### src/rtl/sincos_arbiter_if.sv
// rtl/sincos_arbiter_if.sv - requester, result and CORDIC core signal bundle for sincos_arbiter
interface sincos_arbiter_if #(
    parameter int N_REQ = 4
);
    logic [N_REQ-1:0]    req_valid;
    logic [16*N_REQ-1:0] req_angle;
    logic [N_REQ-1:0]    req_ready;
    logic [N_REQ-1:0]    resp_valid;
    logic [32*N_REQ-1:0] resp_data;
    logic                cordic_phase_tvalid;
    logic [15:0]         cordic_phase_tdata;
    logic                cordic_dout_tvalid;
    logic [31:0]         cordic_dout_tdata;
    logic                tag_error;

    modport slave (
        input  req_valid, req_angle, cordic_dout_tvalid, cordic_dout_tdata,
        output req_ready, resp_valid, resp_data, cordic_phase_tvalid, cordic_phase_tdata, tag_error
    );

    modport master (
        output req_valid, req_angle, cordic_dout_tvalid, cordic_dout_tdata,
        input  req_ready, resp_valid, resp_data, cordic_phase_tvalid, cordic_phase_tdata, tag_error
    );
endinterface

### src/rtl/sincos_arbiter.sv
// rtl/sincos_arbiter.sv - round-robin sharing of one CORDIC sin/cos core; SINCOS_ARB_WRAP_EN adds a phase wrap stage
module sincos_arbiter #(
    parameter int N_REQ          = 4,
    parameter int CORDIC_LATENCY = 20
) (
    input logic            clk,
    input logic            rst,
    sincos_arbiter_if.slave bus
);
    localparam int PW = (N_REQ > 1) ? $clog2(N_REQ) : 1;
    localparam int CW = $clog2(CORDIC_LATENCY + 1);
    localparam logic [PW:0] NREQ_W = (PW+1)'(N_REQ);

    logic [PW-1:0] ptr;
    logic [PW:0]   cand;
    logic [PW:0]   ptr_inc;
    logic          grant_any;
    logic [PW-1:0] grant_idx;
    logic [2:0]    grant_id;
    logic [N_REQ-1:0] grant;
    logic [15:0]   grant_angle;

    logic          s_valid;
    logic [15:0]   s_angle;
    logic [2:0]    s_id;

    logic          issue_valid;
    logic [15:0]   issue_angle;
    logic [2:0]    issue_id;

    logic [3:0]    tag_line [CORDIC_LATENCY];
    logic          tag_valid;
    logic [2:0]    tag_id;
    logic [CW-1:0] mask_cnt;

    logic [N_REQ-1:0]    resp_valid_q;
    logic [32*N_REQ-1:0] resp_data_q;
    logic                tag_error_q;

    // Round-robin search: first valid requester at or after ptr, with wrap; nothing granted in reset
    always_comb begin
        grant_any = 1'b0;
        grant_idx = '0;
        cand      = '0;
        for (int k = 0; k < N_REQ; k++) begin
            cand = {1'b0, ptr} + (PW+1)'(k);
            if (cand >= NREQ_W) cand = cand - NREQ_W;
            for (int i = 0; i < N_REQ; i++) begin
                if (!grant_any && cand[PW-1:0] == PW'(i) && bus.req_valid[i]) begin
                    grant_any = 1'b1;
                    grant_idx = PW'(i);
                end
            end
        end
        if (rst) grant_any = 1'b0;
    end

    // Decode the winner into the one-hot ready vector and select its angle
    always_comb begin
        grant       = '0;
        grant_angle = '0;
        for (int i = 0; i < N_REQ; i++) begin
            if (grant_any && grant_idx == PW'(i)) begin
                grant[i]    = 1'b1;
                grant_angle = bus.req_angle[16*i +: 16];
            end
        end
    end

    assign grant_id = 3'(grant_idx);
    assign bus.req_ready = grant;

    // Next pointer is one past the winner, wrapping at N_REQ
    always_comb begin
        ptr_inc = {1'b0, grant_idx} + 1'b1;
        if (ptr_inc >= NREQ_W) ptr_inc = '0;
    end

    // Pointer moves only on an actual transfer
    always_ff @(posedge clk) begin
        if (rst) ptr <= '0;
        else if (grant_any) ptr <= ptr_inc[PW-1:0];
    end

`ifdef SINCOS_ARB_WRAP_EN
    logic          w_valid;
    logic [15:0]   w_angle;
    logic [2:0]    w_id;

    // Fold one turn of 2*pi (0xC90E in Q3.13) back into [-pi, pi]
    function automatic logic [15:0] wrap_phase(input logic [15:0] a);
        if ($signed(a) > $signed(16'h6487)) return a - 16'hC90E;
        else if ($signed(a) < $signed(16'h9B79)) return a + 16'hC90E;
        else return a;
    endfunction

    // Extra register stage carrying the wrapped angle with its id and valid
    always_ff @(posedge clk) begin
        if (rst) begin
            w_valid <= 1'b0;
            w_angle <= '0;
            w_id    <= '0;
        end else begin
            w_valid <= grant_any;
            w_angle <= wrap_phase(grant_angle);
            w_id    <= grant_id;
        end
    end

    assign s_valid = w_valid;
    assign s_angle = w_angle;
    assign s_id    = w_id;
`else
    assign s_valid = grant_any;
    assign s_angle = grant_angle;
    assign s_id    = grant_id;
`endif

    // Issue register toward the core; data holds when nothing is issued
    always_ff @(posedge clk) begin
        if (rst) begin
            issue_valid <= 1'b0;
            issue_angle <= '0;
            issue_id    <= '0;
        end else begin
            issue_valid <= s_valid;
            if (s_valid) begin
                issue_angle <= s_angle;
                issue_id    <= s_id;
            end
        end
    end

    assign bus.cordic_phase_tvalid = issue_valid;
    assign bus.cordic_phase_tdata  = issue_angle;

    // Tag delay line matched to the core latency so each result finds its owner
    always_ff @(posedge clk) begin
        if (rst) begin
            for (int i = 0; i < CORDIC_LATENCY; i++) tag_line[i] <= '0;
        end else begin
            tag_line[0] <= {issue_valid, issue_id};
            for (int i = 1; i < CORDIC_LATENCY; i++) tag_line[i] <= tag_line[i-1];
        end
    end

    assign tag_valid = tag_line[CORDIC_LATENCY-1][3];
    assign tag_id    = tag_line[CORDIC_LATENCY-1][2:0];

    // Registered result capture, one strobe per delivered result
    always_ff @(posedge clk) begin
        if (rst) begin
            resp_valid_q <= '0;
            resp_data_q  <= '0;
        end else begin
            resp_valid_q <= '0;
            for (int i = 0; i < N_REQ; i++) begin
                if (tag_valid && tag_id == 3'(i)) begin
                    resp_valid_q[i]         <= 1'b1;
                    resp_data_q[32*i +: 32] <= bus.cordic_dout_tdata;
                end
            end
        end
    end

    // Core outputs of phases discarded by reset still emerge for a full latency, so the check waits them out
    always_ff @(posedge clk) begin
        if (rst) mask_cnt <= CW'(CORDIC_LATENCY);
        else if (mask_cnt != '0) mask_cnt <= mask_cnt - 1'b1;
    end

    // Sticky flag when core tvalid and tag line disagree
    always_ff @(posedge clk) begin
        if (rst) tag_error_q <= 1'b0;
        else if (mask_cnt == '0 && bus.cordic_dout_tvalid != tag_valid) tag_error_q <= 1'b1;
    end

    assign bus.resp_valid = resp_valid_q;
    assign bus.resp_data  = resp_data_q;
    assign bus.tag_error  = tag_error_q;
endmodule

### src/flat_wrapper.sv
// flat-port wrapper written by rule: the top's interface ports become plain ports
module sincos_arbiter_flat 
#(
    parameter int N_REQ          = 4,
    parameter int CORDIC_LATENCY = 20
)
  (clk, rst, bus_req_valid, bus_req_angle, bus_cordic_dout_tvalid, bus_cordic_dout_tdata, bus_req_ready, bus_resp_valid, bus_resp_data, bus_cordic_phase_tvalid, bus_cordic_phase_tdata, bus_tag_error);
  sincos_arbiter_if #(.N_REQ(N_REQ)) bus_i ();
  input logic clk;
  input logic rst;
  input wire logic [$bits(bus_i.req_valid)-1:0] bus_req_valid;
  input wire logic [$bits(bus_i.req_angle)-1:0] bus_req_angle;
  input wire logic [$bits(bus_i.cordic_dout_tvalid)-1:0] bus_cordic_dout_tvalid;
  input wire logic [$bits(bus_i.cordic_dout_tdata)-1:0] bus_cordic_dout_tdata;
  output wire logic [$bits(bus_i.req_ready)-1:0] bus_req_ready;
  output wire logic [$bits(bus_i.resp_valid)-1:0] bus_resp_valid;
  output wire logic [$bits(bus_i.resp_data)-1:0] bus_resp_data;
  output wire logic [$bits(bus_i.cordic_phase_tvalid)-1:0] bus_cordic_phase_tvalid;
  output wire logic [$bits(bus_i.cordic_phase_tdata)-1:0] bus_cordic_phase_tdata;
  output wire logic [$bits(bus_i.tag_error)-1:0] bus_tag_error;
  assign bus_i.req_valid = bus_req_valid;
  assign bus_i.req_angle = bus_req_angle;
  assign bus_i.cordic_dout_tvalid = bus_cordic_dout_tvalid;
  assign bus_i.cordic_dout_tdata = bus_cordic_dout_tdata;
  assign bus_req_ready = bus_i.req_ready;
  assign bus_resp_valid = bus_i.resp_valid;
  assign bus_resp_data = bus_i.resp_data;
  assign bus_cordic_phase_tvalid = bus_i.cordic_phase_tvalid;
  assign bus_cordic_phase_tdata = bus_i.cordic_phase_tdata;
  assign bus_tag_error = bus_i.tag_error;
  sincos_arbiter #(.N_REQ(N_REQ), .CORDIC_LATENCY(CORDIC_LATENCY)) u_core (.clk(clk), .rst(rst), .bus(bus_i));
endmodule
### config.mk
export PLATFORM = sky130hd
export DESIGN_NAME = sincos_arbiter_flat
export DESIGN_NICKNAME = d
export VERILOG_FILES = /design/src/rtl/sincos_arbiter_if.sv /design/src/rtl/sincos_arbiter.sv /design/src/flat_wrapper.sv
export SDC_FILE = /design/constraint.sdc
export NUM_CORES = 1
export LEC_CHECK = 0
export CAP_MARGIN = 20
export CORE_MARGIN = 5
export CORE_UTILIZATION = 49
export CTS_CLUSTER_DIAMETER = 50
export DETAILED_ROUTE_END_ITERATION = 16
export GPL_ROUTABILITY_DRIVEN = 0
export HOLD_SLACK_MARGIN = 0.15
export PLACE_DENSITY = 0.94
export SYNTH_ARGS = -nofsm -noshare
export SYNTH_HDL_FRONTEND = slang
export SYNTH_SLANG_ARGS = --single-unit
### constraint.sdc
create_clock -name clk -period 6.3 [get_ports clk]
set_input_delay 1.26 -clock clk [delete_from_list [all_inputs] [get_ports clk]]
set_output_delay 1.26 -clock clk [all_outputs]
set_load 0.005 [all_outputs]
==> results of run 1 <==
## power by group
group	leakage [nW]	total, mW	internal [mW]	switching [mW]
registers	1.77	1.43	1.41	0.0171
logic	1.82	0.302	0.154	0.148
clock network	0.345	1.27	0.737	0.534
total	3.93	3.00	2.30	0.700
## layout by cell type (no fill, tap or decap), types with 2 or more instances in the layout
| master | n |
|---|---|
| nand2_1 | 277 |
| clkdlybuf4s50_1 | 255 |
| dfxtp_1 | 219 |
| a21oi_1 | 183 |
| nor2b_1 | 61 |
| clkbuf_16 | 23 |
| o21ai_0 | 20 |
| inv_1 | 19 |
| a22oi_1 | 13 |
| buf_4 | 11 |
| o21ai_1 | 10 |
| nor2_1 | 8 |
| nand3b_1 | 5 |
| and3_1 | 5 |
| ha_1 | 5 |
| clkbuf_1 | 5 |
| nand2b_1 | 4 |
| clkinv_2 | 4 |
| a31oi_1 | 3 |
| nor3_1 | 3 |
| xnor2_1 | 3 |
| or2_2 | 2 |
| nor2_2 | 2 |
| clkbuf_8 | 2 |
## worst max path at each step
| stage | start | to | slack, ns | cells after the start |
|---|---|---|---|---|
| after floorplan | bus_req_valid[0] | bus_req_ready[2] | 2.48 | 8 |
| after global placement | bus_req_valid[0] | bus_req_ready[3] | 1.26 | 8 |
| after detailed placement | bus_req_valid[0] | bus_req_ready[3] | 1.21 | 8 |
| after CTS | bus_req_valid[0] | bus_req_ready[3] | 1.21 | 8 |
| after global routing | bus_req_valid[0] | bus_req_ready[3] | 0.98 | 8 |
| final | bus_req_valid[0] | bus_req_ready[3] | 1.19 | 8 |
## worst max-delay path, cell delays in order
cell and delay (ns):
clkdlybuf4s50_1 0.50, a21oi_1 0.19, o21a_1 0.14, o22ai_1 0.15, inv_1 0.12, ha_1 0.71, and3_1 0.26, clkdlybuf4s50_1 0.50
## flip-flops by register name, indices dropped and copies added (netlist names)
| signal | flops |
|---|---|
| u_core.issue_id | 2 |
| u_core.mask_cnt | 5 |
| u_core.bus.resp_valid | 4 |
| u_core.bus.cordic_phase_tvalid | 1 |
| u_core.bus.cordic_phase_tdata | 16 |
| u_core.bus.tag_error | 1 |
| u_core.ptr | 2 |
| u_core.tag_line | 60 |
| u_core.bus.resp_data | 128 |
## layer usage
metal,global-route usage,part of all wire,wire [µm]
met1,0.277,0.38,8630
met2,0.401,0.51,11400
met3,0.0420,0.078,1770
met4,0.0980,0.033,755
met5,0,0,0
## metrics by stage
step / cells / hold WS [ns]
after floorplan: 927 / 0.414
after global placement: 1342 / 0.417
after detailed placement: 1342 / 0.420
after CTS: 1380 / 0.432
after global routing: 1381 / 0.443
final: 1381 / 0.431
## cells by family after synthesis
group / count (synthesis) / synth area share
buffers and inverters: 87 / 0.0456
multiplexers: 1 / 0.00129
AO/OA/AOI/OAI: 236 / 0.160
AND/OR/NAND/NOR: 375 / 0.214
flip-flops: 219 / 0.567
XOR/XNOR: 4 / 0.00453
adder cells (fa/ha/maj): 5 / 0.00808
## area by class of cell
cell class,instances,area [µm²]
fill,1105,4600
timing repair buffer,268,2670
clock buffer,30,622
multi-input combinational,621,3010
inverter,19,71.3
clock inverter,8,82.6
tap,216,270
sequential,219,4380
==> metrics.log, run 1 <==
[metrics] area growth from synthesis to final layout: 43.6%
[metrics] Port Buf Inserts: 256
[metrics] number of design-rule violations left by the first detailed-router iteration: 636
[metrics] final count of negative-setup-slack endpoints: 0
[metrics] Design Power: 3.00 mW
[metrics] CTS Buf Count: 23
[metrics] final clock period utilization by the worst path: 0.811
[metrics] Clock Skew: 0.00811 ns
[metrics] worst-case hold path end point: u_core.tag_line[0][45]
[metrics] post-cts repair resize count: 0
[metrics] Synth cell types: 39
[metrics] ranking of synthesized cells by area: dfxtp_1, nand2_1, a21oi_1
[metrics] upper clock frequency limit: 196 MHz
[metrics] global-route usage over all layers: 0.229
[metrics] setup repair after global routing missed its margin: no
[metrics] number of cells traversed by the worst register-to-register path: 9
[metrics] fraction of registers with async set or reset after synthesis: 0
[metrics] routed len/inst: 16.3 µm
[metrics] drt first pass iters: 5
[metrics] data required time at the worst endpoint: 5.04 ns
[metrics] Clock transition at path regs: 0.06 ns
[metrics] number of synthesized register bits: 219
[metrics] cell with the most instances after synthesis: nand2_1
[metrics] largest net degree at the start of global routing: 118
[metrics] r2r endpoint: u_core.bus.cordic_phase_tdata[12]
[metrics] post-route standard cell area excluding fillers: 11100 µm²
[metrics] count of unresolved DRC violations after routing: 0
[metrics] Power Dens Cells: 270 nW/µm²
[metrics] critical path class: in2out
[metrics] Worst Setup End Kind: primary output
[metrics] Place WS: 1.21 ns
[metrics] FP Rows: 46
[metrics] Maximum Capacitance Violations: 0
[metrics] Cells after Synth: 927
[metrics] cell area reported after detailed placement: 10400 µm²
[metrics] Antenna diodes: 0
[metrics] core area: 15700 µm²
[metrics] commonest cells in the synthesized netlist: nand2_1, dfxtp_1, a21oi_1, nor2b_1, clkbuf_1
[metrics] detailed-route via count: 7280
[metrics] Max Buffers Root-to-Sink: 3
[metrics] final sum of negative setup slack: 0 ns
[metrics] critical path fanouts, max: 24
[metrics] number of enable flip-flop cells after synthesis: 0
[metrics] reported leakage power: 3.93 nW
[metrics] die outline height: 136 µm
[metrics] DP HPWL: 14.7 mm
[metrics] Crit Reg-Reg Startpoint: u_core.ptr[1]
[metrics] hold buffer count at cts: 0
[metrics] buffers inserted by post-CTS timing repair: 0
[metrics] final count of pins violating max slew: 0
[metrics] startpoint type of the worst setup path: input pin
[metrics] tightest slew margin relative to the limit: 0.432
[metrics] total nets after synthesis: 1035
[metrics] antenna violations before repair: 0
[metrics] path type of the worst min-delay path: reg2reg
[metrics] clock tree sinks: 219
[metrics] via count of the first global-routing pass: 7046
[metrics] Die ar.: 18400 µm²
[metrics] worst ir drop on vdd: 0.199 mV
[metrics] Detailed Route WL: 22.6 mm
[metrics] die width: 136 µm
[metrics] post-layout util: 0.707
[metrics] status: finished, final reports clean
[metrics] root cell of the clock tree: clkbuf_16
[metrics] H-Tree Level Count: 1
[metrics] Tightest Pin Transition: 0.853 ns
[metrics] global route total overflow: 0
[metrics] mean post-synth cell area: 8.35 µm²
[metrics] portion of the post-synthesis area used by sequential elements: 0.567
[metrics] top-area cell type share of the netlist area: 0.567
[metrics] leading area contributor after synthesis: dfxtp_1
[metrics] number of vias per cell after detailed routing: 5.27
[metrics] first-pass GRT wire length: 34.9 mm
[metrics] TritonCTS clock tree: built
[metrics] depth of the worst hold-timing path: 1
[metrics] final worst slack: 1.19 ns
[metrics] YS warnings: 0
[metrics] Worst EP arrival: 3.85 ns
[metrics] time the worst path needs with I/O delays and setup: 5.11 ns
[metrics] ANT nets after route: 0
[metrics] start point of the worst min-delay path: u_core.tag_line[0][41]
[metrics] clock latency at the later pin of the worst-skew pair: 0.49 ns
[metrics] IO Pins: 257
[metrics] Final Hold Fails: 0
[metrics] cell area after synthesis: 7740 µm²
[metrics] most instantiated flip-flop cell in the synthesis netlist: dfxtp_1
[metrics] final net count: 1260
[metrics] layout cells sized above 1: 0.0464
[metrics] worst reg-to-reg setup slack: 3.50 ns
[metrics] initial core utilization: 0.493
(Power assumes the default switching activity.)
==> run 2: changes to the inputs <==
--- a/config.mk
+++ b/config.mk
@@ -7,12 +7,12 @@
 export LEC_CHECK = 0
 export CAP_MARGIN = 20
 export CORE_MARGIN = 5
-export CORE_UTILIZATION = 49
+export CORE_UTILIZATION = 41
 export CTS_CLUSTER_DIAMETER = 50
 export DETAILED_ROUTE_END_ITERATION = 16
 export GPL_ROUTABILITY_DRIVEN = 0
 export HOLD_SLACK_MARGIN = 0.15
-export PLACE_DENSITY = 0.94
+export PLACE_DENSITY = 0.85
 export SYNTH_ARGS = -nofsm -noshare
 export SYNTH_HDL_FRONTEND = slang
 export SYNTH_SLANG_ARGS = --single-unit
==> constraint.sdc (replaced) <==
create_clock -name clk -period 4.5 [get_ports clk]
set_input_delay 0.9 -clock clk [delete_from_list [all_inputs] [get_ports clk]]
set_output_delay 0.9 -clock clk [all_outputs]
set_load 0.005 [all_outputs]
==> run 2 against run 1 <==
Effect of this change: count of clock-buffer cells in the layout unchanged; cell count up 1.4%; critical endpoint is now bus_req_ready[2]; critical path depth unchanged; first-iteration DRC count down 34%.
==> metrics.log, run 2 (synthesis results as in run 1) <==
[metrics] status: finished, final reports clean
[metrics] IO Pins: 257
[metrics] Place WS: 0.437 ns
[metrics] via count of the first global-routing pass: 6748
[metrics] Final Hold Fails: 0
[metrics] critical path class: in2out
[metrics] Clock transition at path regs: 0.06 ns
[metrics] H-Tree Level Count: 1
[metrics] depth of the worst hold-timing path: 1
[metrics] design internal power: 3.31 mW
[metrics] Detailed Route WL: 21.5 mm
[metrics] final sum of negative setup slack: 0 ns
[metrics] final worst slack: 0.437 ns
[metrics] ANT nets after route: 0
[metrics] data required time at the worst endpoint: 3.60 ns
[metrics] number of design-rule violations left by the first detailed-router iteration: 421
[metrics] most numerous cell on the critical path: clkdlybuf4s50_1
[metrics] post-route standard cell area excluding fillers: 11200 µm²
[metrics] share of total power in the clock network: 0.431
[metrics] sequential share of power: 0.468
[metrics] busiest layer in global routing: met2
[metrics] area growth from synthesis to final layout: 44.4%
[metrics] number of cells traversed by the worst register-to-register path: 10
[metrics] Worst EP arrival: 3.16 ns
[metrics] flip-flop and latch area: 4380 µm²
[metrics] net switching power of the design: 0.960 mW
[metrics] Power Dens Cells: 383 nW/µm²
[metrics] reported leakage power: 3.96 nW
[metrics] worst-case hold path end point: u_core.tag_line[0][8]
[metrics] detailed-route via count: 7062
[metrics] Antenna diodes: 0
[metrics] final count of negative-setup-slack endpoints: 0
[metrics] global route total overflow: 0
[metrics] antenna violations before repair: 0
[metrics] cell area reported after detailed placement: 10400 µm²
[metrics] buffers inserted by post-CTS timing repair: 0
[metrics] cell type of the slowest stage on the worst timing path: clkdlybuf4s50_1
[metrics] time the worst path needs with I/O delays and setup: 4.06 ns
[metrics] post-layout util: 0.599
[metrics] switch share: 0.225
[metrics] post-cts repair resize count: 0
[metrics] drt first pass iters: 6
[metrics] Max Buffers Root-to-Sink: 3
[metrics] met2 track demand over resource: 0.332
[metrics] final clock period utilization by the worst path: 0.903
[metrics] setup repair after global routing missed its margin: no
[metrics] most frequent cells in the layout: nand2_1, clkdlybuf4s50_1, dfxtp_1
[metrics] Crit Reg-Reg Startpoint: u_core.ptr[1]
[metrics] path type of the worst min-delay path: reg2reg
[metrics] first-pass GRT wire length: 34.2 mm
[metrics] Clock Skew: 0.00750 ns
[metrics] start point of the worst min-delay path: u_core.tag_line[0][4]
[metrics] worst ir drop on vdd: 0.212 mV
[metrics] die outline height: 147 µm
[metrics] hold buffer count at cts: 0
[metrics] global-route usage over all layers: 0.187
[metrics] root cell of the clock tree: clkbuf_16
[metrics] cells along the critical path: clkdlybuf4s50_1 -> a21oi_1 -> o21a_1 -> o22ai_1 -> inv_1 -> ha_1 -> and3_1 -> clkdlybuf4s50_1
[metrics] Tightest Pin Transition: 0.892 ns
[metrics] Maximum Capacitance Violations: 0
[metrics] critical path fanouts, max: 6
[metrics] count of unresolved DRC violations after routing: 0
[metrics] r2r endpoint: u_core.bus.cordic_phase_tdata[14]
[metrics] biggest cell delay along the critical path: 0.57 ns
[metrics] tightest slew margin relative to the limit: 0.405
[metrics] TritonCTS clock tree: built
[metrics] Die ar.: 21700 µm²
[metrics] area of combinational cells with multiple inputs: 3010 µm²
[metrics] layout cells sized above 1: 0.0489
[metrics] global-route track usage on met3: 0.0316
[metrics] die width: 147 µm
[metrics] number of vias per cell after detailed routing: 5.04
[metrics] startpoint type of the worst setup path: input pin
[metrics] smallest hold slack: 0.436 ns
[metrics] commonest non-fill, non-tap cell in the layout: nand2_1
[metrics] CTS Buf Count: 23
[metrics] combinational share of power: 0.101
[metrics] Worst Setup End Kind: primary output
[metrics] fillers: 1559
[metrics] FP Rows: 50
[metrics] final net count: 1260
[metrics] Largest register FFs: 128
[metrics] core area: 18600 µm²
[metrics] clock tree sinks: 219
[metrics] initial core utilization: 0.415
[metrics] final count of pins violating max slew: 0
[metrics] DP HPWL: 14.7 mm
[metrics] upper clock frequency limit: 246 MHz
[metrics] worst reg-to-reg setup slack: 1.77 ns
[metrics] clock latency at the later pin of the worst-skew pair: 0.48 ns
[metrics] largest net degree at the start of global routing: 203
[metrics] Port Buf Inserts: 256
[metrics] routed len/inst: 15.4 µm
[metrics] GR Util met1: 0.230
run 2: cell count changes in the layout (fill, tap and decap cells not counted), sizes merged:
cell / delta
bufinv: +1
clkinvlp: -1
inv: +1
run 2: worst max-delay path by stage:
stage                           from                to  slack (ns)  cells after the start
floorplan           bus_req_valid[0]  bus_req_ready[2]        1.40                      8
global placement    bus_req_valid[0]  bus_req_ready[2]        0.48                      8
detailed placement  bus_req_valid[0]  bus_req_ready[2]        0.44                      8
CTS                 bus_req_valid[0]  bus_req_ready[2]        0.43                      8
global route        bus_req_valid[0]  bus_req_ready[2]        0.33                      8
finish              bus_req_valid[0]  bus_req_ready[2]        0.44                      8
run 2: layout make-up:
class | count | share of cell area
clock buffers | 30 | 0.0575
well taps | 234 | 0.0262
repair buffers | 268 | 0.239
inverters | 19 | 0.00638
multi-input cells | 621 | 0.269
flip-flops and latches | 219 | 0.392
clock inverters | 9 | 0.00941
run 2: worst max-delay path: cells and delay by family:
family | cells | cell delay, ns
buffers and inverters | 3 | 1.15
AO/OA/AOI/OAI | 3 | 0.71
adder cells (fa/ha/maj) | 1 | 0.24
AND/OR/NAND/NOR | 1 | 0.16
run 2: power by group through the flow:
stage                     Sequential (mW)  Combinational [mW]  Clock (mW)
after detailed placement             2.04               0.425           0
final                                2.00               0.430        1.84
after global placement               2.04               0.418           0
after CTS                            2.00               0.429        1.89
after floorplan                      2.04               0.214           0
after global routing                 2.01               0.473        1.98
run 2: routing by layer:
metal  vias up  share of wire
met5         -              0
met2       272           0.50
met1      3267           0.40
met4         0          0.033
met3        54          0.068
li1       3469              -
run 2: through the flow:
| stage | power [mW] | std cells |
|---|---|---|
| after global routing | 4.45 | 1400 |
| after global placement | 2.46 | 1361 |
| final | 4.28 | 1400 |
| after detailed placement | 2.47 | 1361 |
| after CTS | 4.33 | 1400 |
| after floorplan | 2.26 | 927 |
==> run 3: changes to the inputs <==
--- a/config.mk
+++ b/config.mk
@@ -7,12 +7,13 @@
 export LEC_CHECK = 0
 export CAP_MARGIN = 20
 export CORE_MARGIN = 5
-export CORE_UTILIZATION = 41
+export CORE_UTILIZATION = 51
+export CTS_BUF_LIST = sky130_fd_sc_hd__clkbuf_4
 export CTS_CLUSTER_DIAMETER = 50
 export DETAILED_ROUTE_END_ITERATION = 16
 export GPL_ROUTABILITY_DRIVEN = 0
 export HOLD_SLACK_MARGIN = 0.15
-export PLACE_DENSITY = 0.85
+export PLACE_DENSITY = 0.95
 export SYNTH_ARGS = -nofsm -noshare
 export SYNTH_HDL_FRONTEND = slang
 export SYNTH_SLANG_ARGS = --single-unit
==> constraint.sdc (replaced) <==
create_clock -name clk -period 5.2 [get_ports clk]
set_input_delay 1.04 -clock clk [delete_from_list [all_inputs] [get_ports clk]]
set_output_delay 1.04 -clock clk [all_outputs]
set_load 0.005 [all_outputs]
==> run 3 against run 2 <==
Effect of this change: critical path depth unchanged; global-route usage up 6.6 points; flip-flop and latch count is the same; non-clock buffer count rose by 1; total power fell by 18%; count of clock-buffer cells in the layout grew 46; critical path type unchanged; largest cell class unchanged.
==> metrics.log, run 3 (synthesis results as in run 1) <==
[metrics] biggest cell delay along the critical path: 0.58 ns
[metrics] worst reg-to-reg setup slack: 2.65 ns
[metrics] global-route usage over all layers: 0.253
[metrics] largest net degree at the start of global routing: 109
[metrics] area of combinational cells with multiple inputs: 3010 µm²
[metrics] first-pass GRT wire length: 36.6 mm
[metrics] final sum of negative setup slack: 0 ns
[metrics] net switching power of the design: 0.873 mW
[metrics] Placed Instances: 1316
[metrics] Largest register FFs: 128
[metrics] Max Buffers Root-to-Sink: 3
[metrics] path type of the worst min-delay path: reg2reg
[metrics] family of cells with the greatest summed delay on the critical path: buffers and inverters
[metrics] count of unresolved DRC violations after routing: 0
[metrics] reported leakage power: 3.98 nW
[metrics] tightest slew margin relative to the limit: 0.298
[metrics] number of vias per cell after detailed routing: 5.24
[metrics] layout cells sized above 1: 0.0825
[metrics] worst ir drop on vdd: 0.225 mV
[metrics] clock tree sinks: 219
[metrics] sequential share of power: 0.496
[metrics] flip-flop and latch area: 4380 µm²
[metrics] detailed-route via count: 7395
[metrics] Detailed Route WL: 23.5 mm
[metrics] Worst Setup End Kind: primary output
[metrics] combinational share of power: 0.108
[metrics] final net count: 1291
[metrics] antenna violations before repair: 0
[metrics] TritonCTS clock tree: built
[metrics] critical path fanouts, max: 6
[metrics] Maximum Capacitance Violations: 0
[metrics] H-Tree Level Count: 2
[metrics] cell type of the slowest stage on the worst timing path: clkdlybuf4s50_1
[metrics] area growth from synthesis to final layout: 42.7%
[metrics] routed len/inst: 16.7 µm
[metrics] via count of the first global-routing pass: 7472
[metrics] Clock Skew: 0.0338 ns
[metrics] final worst slack: 1.00 ns
[metrics] fillers: 1100
[metrics] Clock transition at path regs: 0.07 ns
[metrics] IO Pins: 257
[metrics] Die ar.: 17700 µm²
[metrics] most frequent cells in the layout: nand2_1, clkdlybuf4s50_1, dfxtp_1
[metrics] buffer and inverter count on the worst path: 3
[metrics] hold buffer count at cts: 0
[metrics] switch share: 0.250
[metrics] initial core utilization: 0.515
[metrics] post-route standard cell area excluding fillers: 11000 µm²
[metrics] startpoint type of the worst setup path: input pin
[metrics] global route total overflow: 0
[metrics] critical path class: in2out
[metrics] fin cells: 1412
[metrics] upper clock frequency limit: 238 MHz
[metrics] root cell of the clock tree: clkbuf_4
[metrics] setup repair after global routing missed its margin: no
[metrics] CTS Buf Count: 53
[metrics] Design Power: 3.49 mW
[metrics] most numerous cell on the critical path: clkdlybuf4s50_1
[metrics] FP Rows: 45
[metrics] DP HPWL: 15.4 mm
[metrics] ANT nets after route: 0
[metrics] Power Dens Cells: 317 nW/µm²
[metrics] Antenna diodes: 0
[metrics] final clock period utilization by the worst path: 0.807
[metrics] drt first pass iters: 5
[metrics] buffers inserted by post-CTS timing repair: 0
[metrics] time the worst path needs with I/O delays and setup: 4.20 ns
[metrics] final count of negative-setup-slack endpoints: 0
[metrics] smallest hold slack: 0.424 ns
[metrics] cells along the critical path: clkdlybuf4s50_1 -> a21oi_1 -> o21a_1 -> o22ai_1 -> inv_1 -> ha_1 -> and3_1 -> clkdlybuf4s50_1
[metrics] die outline height: 133 µm
[metrics] design internal power: 2.62 mW
[metrics] post-layout util: 0.734
[metrics] clock latency at the later pin of the worst-skew pair: 0.64 ns
[metrics] share of total power in the clock network: 0.396
[metrics] Place WS: 1.03 ns
[metrics] cell area reported after detailed placement: 10400 µm²
[metrics] Worst EP arrival: 3.16 ns
[metrics] post-cts repair resize count: 0
[metrics] number of design-rule violations left by the first detailed-router iteration: 379
[metrics] Final Hold Fails: 0
[metrics] Port Buf Inserts: 256
[metrics] core area: 15000 µm²
[metrics] die width: 133 µm
[metrics] commonest non-fill, non-tap cell in the layout: nand2_1
[metrics] final count of pins violating max slew: 0
[metrics] data required time at the worst endpoint: 4.16 ns
[metrics] Tightest Pin Transition: 1.05 ns
[metrics] status: finished, final reports clean
## run 3: changes by cell type in the layout (fill, tap and decap cells not counted)
cell | previous run | this run
clkbuf_16 | 23 | 0
clkinv_2 | 5 | 1
buf_4 | 11 | 13
clkinv_1 | 0 | 17
bufinv_16 | 2 | 1
inv_6 | 1 | 0
clkbuf_1 | 3 | 0
buf_12 | 1 | 0
inv_8 | 1 | 0
clkbuf_8 | 4 | 0
clkinvlp_4 | 0 | 1
clkbuf_4 | 0 | 76
## run 3: cell type report
type                            instances  area share
Clock buffer                           76      0.0517
Clock inverter                         20     0.00963
Inverter                               19     0.00646
Multi-Input combinational cell        621       0.273
Sequential cell                       219       0.397
Tap cell                              188      0.0213
Timing Repair Buffer                  269       0.241
## run 3: power groups by stage
stage          clock, mW  sequential [mW]  combinational (mW)
6_report            1.39             1.73               0.376
5_1_grt             1.51             1.74               0.410
4_1_cts             1.42             1.73               0.371
3_5_place_dp           0             1.77               0.368
3_3_place_gp           0             1.77               0.359
2_1_floorplan          0             1.77               0.185
## run 3: path summary, 6_finish.rpt
path / start / endpoint / depth (start not counted)
worst max register to register: u_core.ptr[1] / u_core.bus.cordic_phase_tdata[4] / 10
worst min-delay path: u_core.tag_line[0][45] / u_core.tag_line[0][49] / 1
worst min register to register: u_core.tag_line[0][45] / u_core.tag_line[0][49] / 1
worst max-delay path: bus_req_valid[0] / bus_req_ready[2] / 8
## run 3: routing by layer
layer | vias to the layer above | part of all wire | global-route usage | wire (µm)
met5 | - | 0 | 0 | 0
met4 | 0 | 0.041 | 0.133 | 971
met3 | 77 | 0.11 | 0.105 | 2620
met2 | 399 | 0.48 | 0.429 | 11200
met1 | 3351 | 0.37 | 0.270 | 8740
li1 | 3568 | - | - | -
## run 3: worst register-to-register path: cells and delay by family, from the launching register on
family,cells,cell delay [ns]
compound gates,6,1.02
fa+ha+maj,1,0.22
buf+inv,2,0.33
flops,1,0.43
simple gates,1,0.46
